[src/rtl/baud_cfg_arb.sv]
// Baud-rate configuration sequencer sharing the baud-generator/SPART bus with a host port; writes DIVn low/high back-to-back.
// Latency: cfg_req -> WR_LO next cycle; host grant is same-cycle. Backpressure: a stalled host must hold host_req, config requests made while busy collapse to one pending.
module baud_cfg_arb #(
    parameter logic [15:0] DIV0        = 16'h028A,
    parameter logic [15:0] DIV1        = 16'h0145,
    parameter logic [15:0] DIV2        = 16'h00A2,
    parameter logic [15:0] DIV3        = 16'h0050,
    parameter logic [1:0]  DEFAULT_SEL = 2'd1,
    parameter logic [19:0] TIMEOUT     = 20'hFFFFF
) (
    input  logic       clk,
    input  logic       rst,
    input  logic       cfg_req,
    input  logic [1:0] cfg_sel,
    input  logic       host_req,
    input  logic [1:0] host_ioaddr,
    input  logic [7:0] host_data,
    input  logic       baud_trmt_en,
    output logic [1:0] brg_ioaddr,
    output logic [7:0] brg_data,
    output logic       host_grant,
    output logic       host_err,
    output logic       cfg_busy,
    output logic       cfg_ack,
    output logic       cfg_timeout,
    output logic       cfg_valid,
    output logic [1:0] cur_sel
);

    typedef enum logic [1:0] {IDLE, WR_LO, WR_HI, SETTLE} state_t;

    state_t      r_state;
    logic        r_pend;
    logic [1:0]  r_pend_sel;
    logic [1:0]  r_sel;
    logic [1:0]  r_cur_sel;
    logic [19:0] r_cnt;
    logic        r_ack;
    logic        r_tmo;
    logic        r_valid;

    logic        w_idle;
    logic        w_grant;
    logic [15:0] w_div;

    assign w_idle = (r_state == IDLE);

    always_comb begin
        case (r_sel)
            2'd0:    w_div = DIV0;
            2'd1:    w_div = DIV1;
            2'd2:    w_div = DIV2;
            default: w_div = DIV3;
        endcase
    end

    always_ff @(posedge clk) begin
        if (rst) begin
            r_state    <= IDLE;
            r_pend     <= 1'b1;
            r_pend_sel <= DEFAULT_SEL;
            r_sel      <= DEFAULT_SEL;
            r_cur_sel  <= DEFAULT_SEL;
            r_cnt      <= '0;
            r_ack      <= 1'b0;
            r_tmo      <= 1'b0;
            r_valid    <= 1'b0;
        end else begin
            r_ack <= 1'b0;
            r_tmo <= 1'b0;
            case (r_state)
                IDLE: begin
                    // A fresh request supersedes whatever was pending.
                    if (cfg_req || r_pend) begin
                        r_state <= WR_LO;
                        r_sel   <= cfg_req ? cfg_sel : r_pend_sel;
                        r_pend  <= 1'b0;
                    end
                end
                WR_LO: r_state <= WR_HI;
                WR_HI: begin
                    r_state <= SETTLE;
                    r_cnt   <= '0;
                end
                SETTLE: begin
                    if (baud_trmt_en) begin
                        r_state   <= IDLE;
                        r_ack     <= 1'b1;
                        r_cur_sel <= r_sel;
                        r_valid   <= 1'b1;
                    end else if (r_cnt == TIMEOUT) begin
                        r_state <= IDLE;
                        r_tmo   <= 1'b1;
                    end else begin
                        r_cnt <= r_cnt + 20'd1;
                    end
                end
                default: r_state <= IDLE;
            endcase
            if (cfg_req && !w_idle) begin
                r_pend     <= 1'b1;
                r_pend_sel <= cfg_sel;
            end
        end
    end

    // Configuration always outranks the host; divisor addresses are never host-reachable.
    assign w_grant = host_req && w_idle && !cfg_req && !r_pend && !host_ioaddr[1];

    always_comb begin
        brg_ioaddr = 2'b01;
        brg_data   = 8'h00;
        if (r_state == WR_LO) begin
            brg_ioaddr = 2'b10;
            brg_data   = w_div[7:0];
        end else if (r_state == WR_HI) begin
            brg_ioaddr = 2'b11;
            brg_data   = w_div[15:8];
        end else if (w_grant) begin
            brg_ioaddr = host_ioaddr;
            brg_data   = host_data;
        end
    end

    assign host_grant  = w_grant;
    assign host_err    = host_req && w_idle && host_ioaddr[1];
    assign cfg_busy    = !w_idle;
    assign cfg_ack     = r_ack;
    assign cfg_timeout = r_tmo;
    assign cfg_valid   = r_valid;
    assign cur_sel     = r_cur_sel;

endmodule

[config.mk]
export PLATFORM = sky130hd
export DESIGN_NAME = baud_cfg_arb
export DESIGN_NICKNAME = d
export VERILOG_FILES = /design/src/rtl/baud_cfg_arb.sv
export SDC_FILE = /design/constraint.sdc
export NUM_CORES = 1
export LEC_CHECK = 0
export CAP_MARGIN = 25
export CELL_PAD_IN_SITES_DETAIL_PLACEMENT = 1
export CELL_PAD_IN_SITES_GLOBAL_PLACEMENT = 1
export CORE_MARGIN = 4
export CORE_UTILIZATION = 41
export CTS_CLUSTER_SIZE = 28
export DETAILED_ROUTE_END_ITERATION = 6
export PLACE_DENSITY = 0.95
export SYNTH_ARGS = -nofsm -noshare
export SYNTH_HDL_FRONTEND = slang
export SYNTH_SLANG_ARGS = --single-unit
[constraint.sdc]
create_clock -name clk -period 3.14 [get_ports clk]
set_input_delay 0.471 -clock clk [delete_from_list [all_inputs] [get_ports clk]]
set_output_delay 0.471 -clock clk [all_outputs]
set_load 0.01 [all_outputs]
==> impl_metrics.tcl <==
set metrics [dict create \
    hold_buffers 0 \
    place_congestion 0.799 \
    postSynthAreaPerCell_um2 8.61 \
    nets 272 \
    critPathKind "in2out" \
    via_count 1833 \
    cp.arrival_ns 2.52 \
    path_depth 7 \
    min_delay_path_depth 2 \
    ys_dominant_reg_cell "dfxtp_1" \
    synth.top_cell.area_share_pct 34.6 \
    reg2reg_slack_ns 0.73 \
    wirelength_mm 5.46 \
    synth.distinct_cells 57 \
    cp.buffers_inverters 2 \
    rows 24 \
    worst_pin_slew_ns 0.766 \
    maxSlewViolCount 0 \
    clk_pin_slew_ns 0.07 \
    reg2reg_depth 5 \
    clockBufferDepth 2 \
    max_stage_delay_ns 0.57 \
    path_cells "clkdlybuf4s50_1 > nor2_1 > and4b_1 > and2_1 > nand2_1 > o21ai_0 > clkdlybuf4s50_1" \
    port_buffers 34 \
    crit_fanout 7 \
    hold_viol 0 \
    die_width_um 75.2 \
    drv_cap 0 \
    postCtsSetupBuffers 0 \
    htree_levels 2 \
    drc 0 \
    fp.coreArea_mm2 0.00435 \
    via_per_inst 6.07 \
    diodes 0 \
    die_area_mm2 0.00566 \
    slew_headroom_pct 48.5 \
    tns_ns 0 \
    initial_utilization_pct 42.5 \
    cts_num_sinks 32 \
    min_path_type "reg2reg" \
    powerDensity_mw_per_mm2 621 \
    period_share_pct 95.2 \
    min_period_ns 2.99 \
    hpwl_mm 3.98 \
    synth_edf_count 0 \
    fillers 511 \
    irDropWorstVdd_mv 0.459 \
    fin_cells 302 \
    cts_resized 0 \
    first_pass_iters 4 \
    first_global_vias 1857 \
    area_delta_synth_final_pct 24.9 \
    rsz0062_at_grt "false" \
    syn_nets 238 \
    crit_path_frequent_cell "clkdlybuf4s50_1" \
    fmax_mhz 335 \
    async_reset_ff_share_pct 0 \
    status "finished, final reports clean" \
    grt_pass1_wl_mm 8.95 \
    yosysMostFrequentCell "dfxtp_1" \
    postRouteAntennaNets 0 \
    cp-start-kind "primary input" \
    ios 35 \
    hold_ws_ns 0.458 \
    track_usage_pct 20.9 \
    syn-cell-area_mm2 0.00185 \
    dp.cells 294 \
    drive_above_1_share_pct 9.60 \
    yosysTopAreaCell "dfxtp_1" \
    cp.required_ns 2.67 \
    die_y_um 75.2 \
    cts-root-buf "clkbuf_8" \
    setup_viol 0 \
    crit_family "buffers and inverters" \
    yosys-top-cells-count "dfxtp_1 (32), nand2_1 (26), nor2_1 (16)" \
    ys_top_cells_by_area "dfxtp_1 (35%), nand2_1 (5.3%), a21oi_1 (4.1%)" \
    endpoint_kind "output pin" \
    grt_antenna_before_repair 0 \
    grt_max_degree 20 \
    power_leakage_uw 0.000784 \
    routedWlPerCell_um 18.1 \
    detail_route.iter0.violations 109 \
    finalPower_uw 1440 \
    yosys_warnings 0 \
    postSynthCellCount 215 \
    gr-total-overflow 0 \
    yosysSeqAreaShare_pct 34.6 \
    clock_skew_ns 0.00283 \
    cts_buffers 5 \
    slowest_stage "clkdlybuf4s50_1" \
    yosys_register_bits 32 \
    cts_tree "done" \
    clk_latency_ns 0.29 \
]
## state kept, by name, summed over array words and instances (netlist names), 2 cells and up
| name | count |
|---|---|
| r_cnt | 20 |
| cur_sel | 2 |
| r_pend_sel | 2 |
| r_sel | 2 |
| r_state | 2 |
## worst paths after layout
check / end / start
hold / removal: cur_sel[1]$_SDFFE_PP0P_ / cur_sel[1]$_SDFFE_PP0P_
setup / recovery: brg_data[1] / cfg_req
setup reg to reg: r_cnt[6]$_SDFFE_PP0P_ / r_state[0]$_SDFFE_PP0P_
hold reg to reg: cur_sel[1]$_SDFFE_PP0P_ / cur_sel[1]$_SDFFE_PP0P_
## tightest hold or removal path, cell delays in order, from the launching register on
cell	delay [ns]
dfxtp_1	0.31
nand2_1	0.05
a21oi_1	0.05
## power breakdown
| group | switching [uW] | internal (uW) |
|---|---|---|
| Clock | 155 | 179 |
| Sequential | 40.6 | 444 |
| Combinational | 339 | 278 |
## per-layer routing
metal | up-vias | GRT usage (%) | share of wire [%]
li1 | 892 | - | -
met1 | 904 | 25.3 | 44
met2 | 31 | 35.2 | 51
met3 | 6 | 4.81 | 2.9
met4 | 0 | 9.13 | 1.6
met5 | - | 0 | 0
## cell usage in the layout (no fill, tap or decap), drive strengths merged, types with 2 or more instances in the layout
master         instances
dfxtp                 32
o31ai                  2
a41oi                  3
a22o                   3
o211ai                 2
nand4b                 2
nand4                  5
a31oi                  4
nor2b                  3
or3                    4
a211oi                 4
a32o                   2
nor4b                  2
clkdlybuf4s50         34
nor2                  17
a21oi                 16
and3                   2
a21boi                 2
inv                    8
a311oi                 7
nand2                 27
nor3                   2
a41o                   2
nor4                   3
nand3                 11
o21ai                 12
nand2b                 2
or4                    3
mux2i                  3
buf                    3
ha                     6
and2                   2
clkbuf                 8
## stage by stage
| step | utilization (%) | setup slack, ns | instance area, um2 |
|---|---|---|---|
| 3_5_place_dp | 51.0 | 0.157 | 2220 |
| 5_1_grt | 53.1 | 0.0783 | 2310 |
| 6_report | 53.1 | 0.151 | 2310 |
| 3_3_place_gp | 51.0 | 0.300 | 2220 |
| 4_1_cts | 53.1 | 0.146 | 2310 |
| 2_1_floorplan | - | 1.16 | 1850 |
## cell families after synthesis
kind of cell             synth area share [%]
AO/OA/AOI/OAI                            29.2
multiplexers                             1.62
adder cells (fa/ha/maj)                  4.05
buffers and inverters                    4.73
AND/OR/NAND/NOR                          25.8
flip-flops                               34.6
## cell type report
cell class / count / area [um2] / area share [%]
multi-input cells: 165 / 1120 / 48.6
flip-flops and latches: 32 / 641 / 27.7
repair buffers: 37 / 363 / 15.7
clock buffers: 8 / 90.1 / 3.90
well taps: 52 / 65.1 / 2.81
inverters: 8 / 30.0 / 1.30
(Power assumes the default switching activity.)
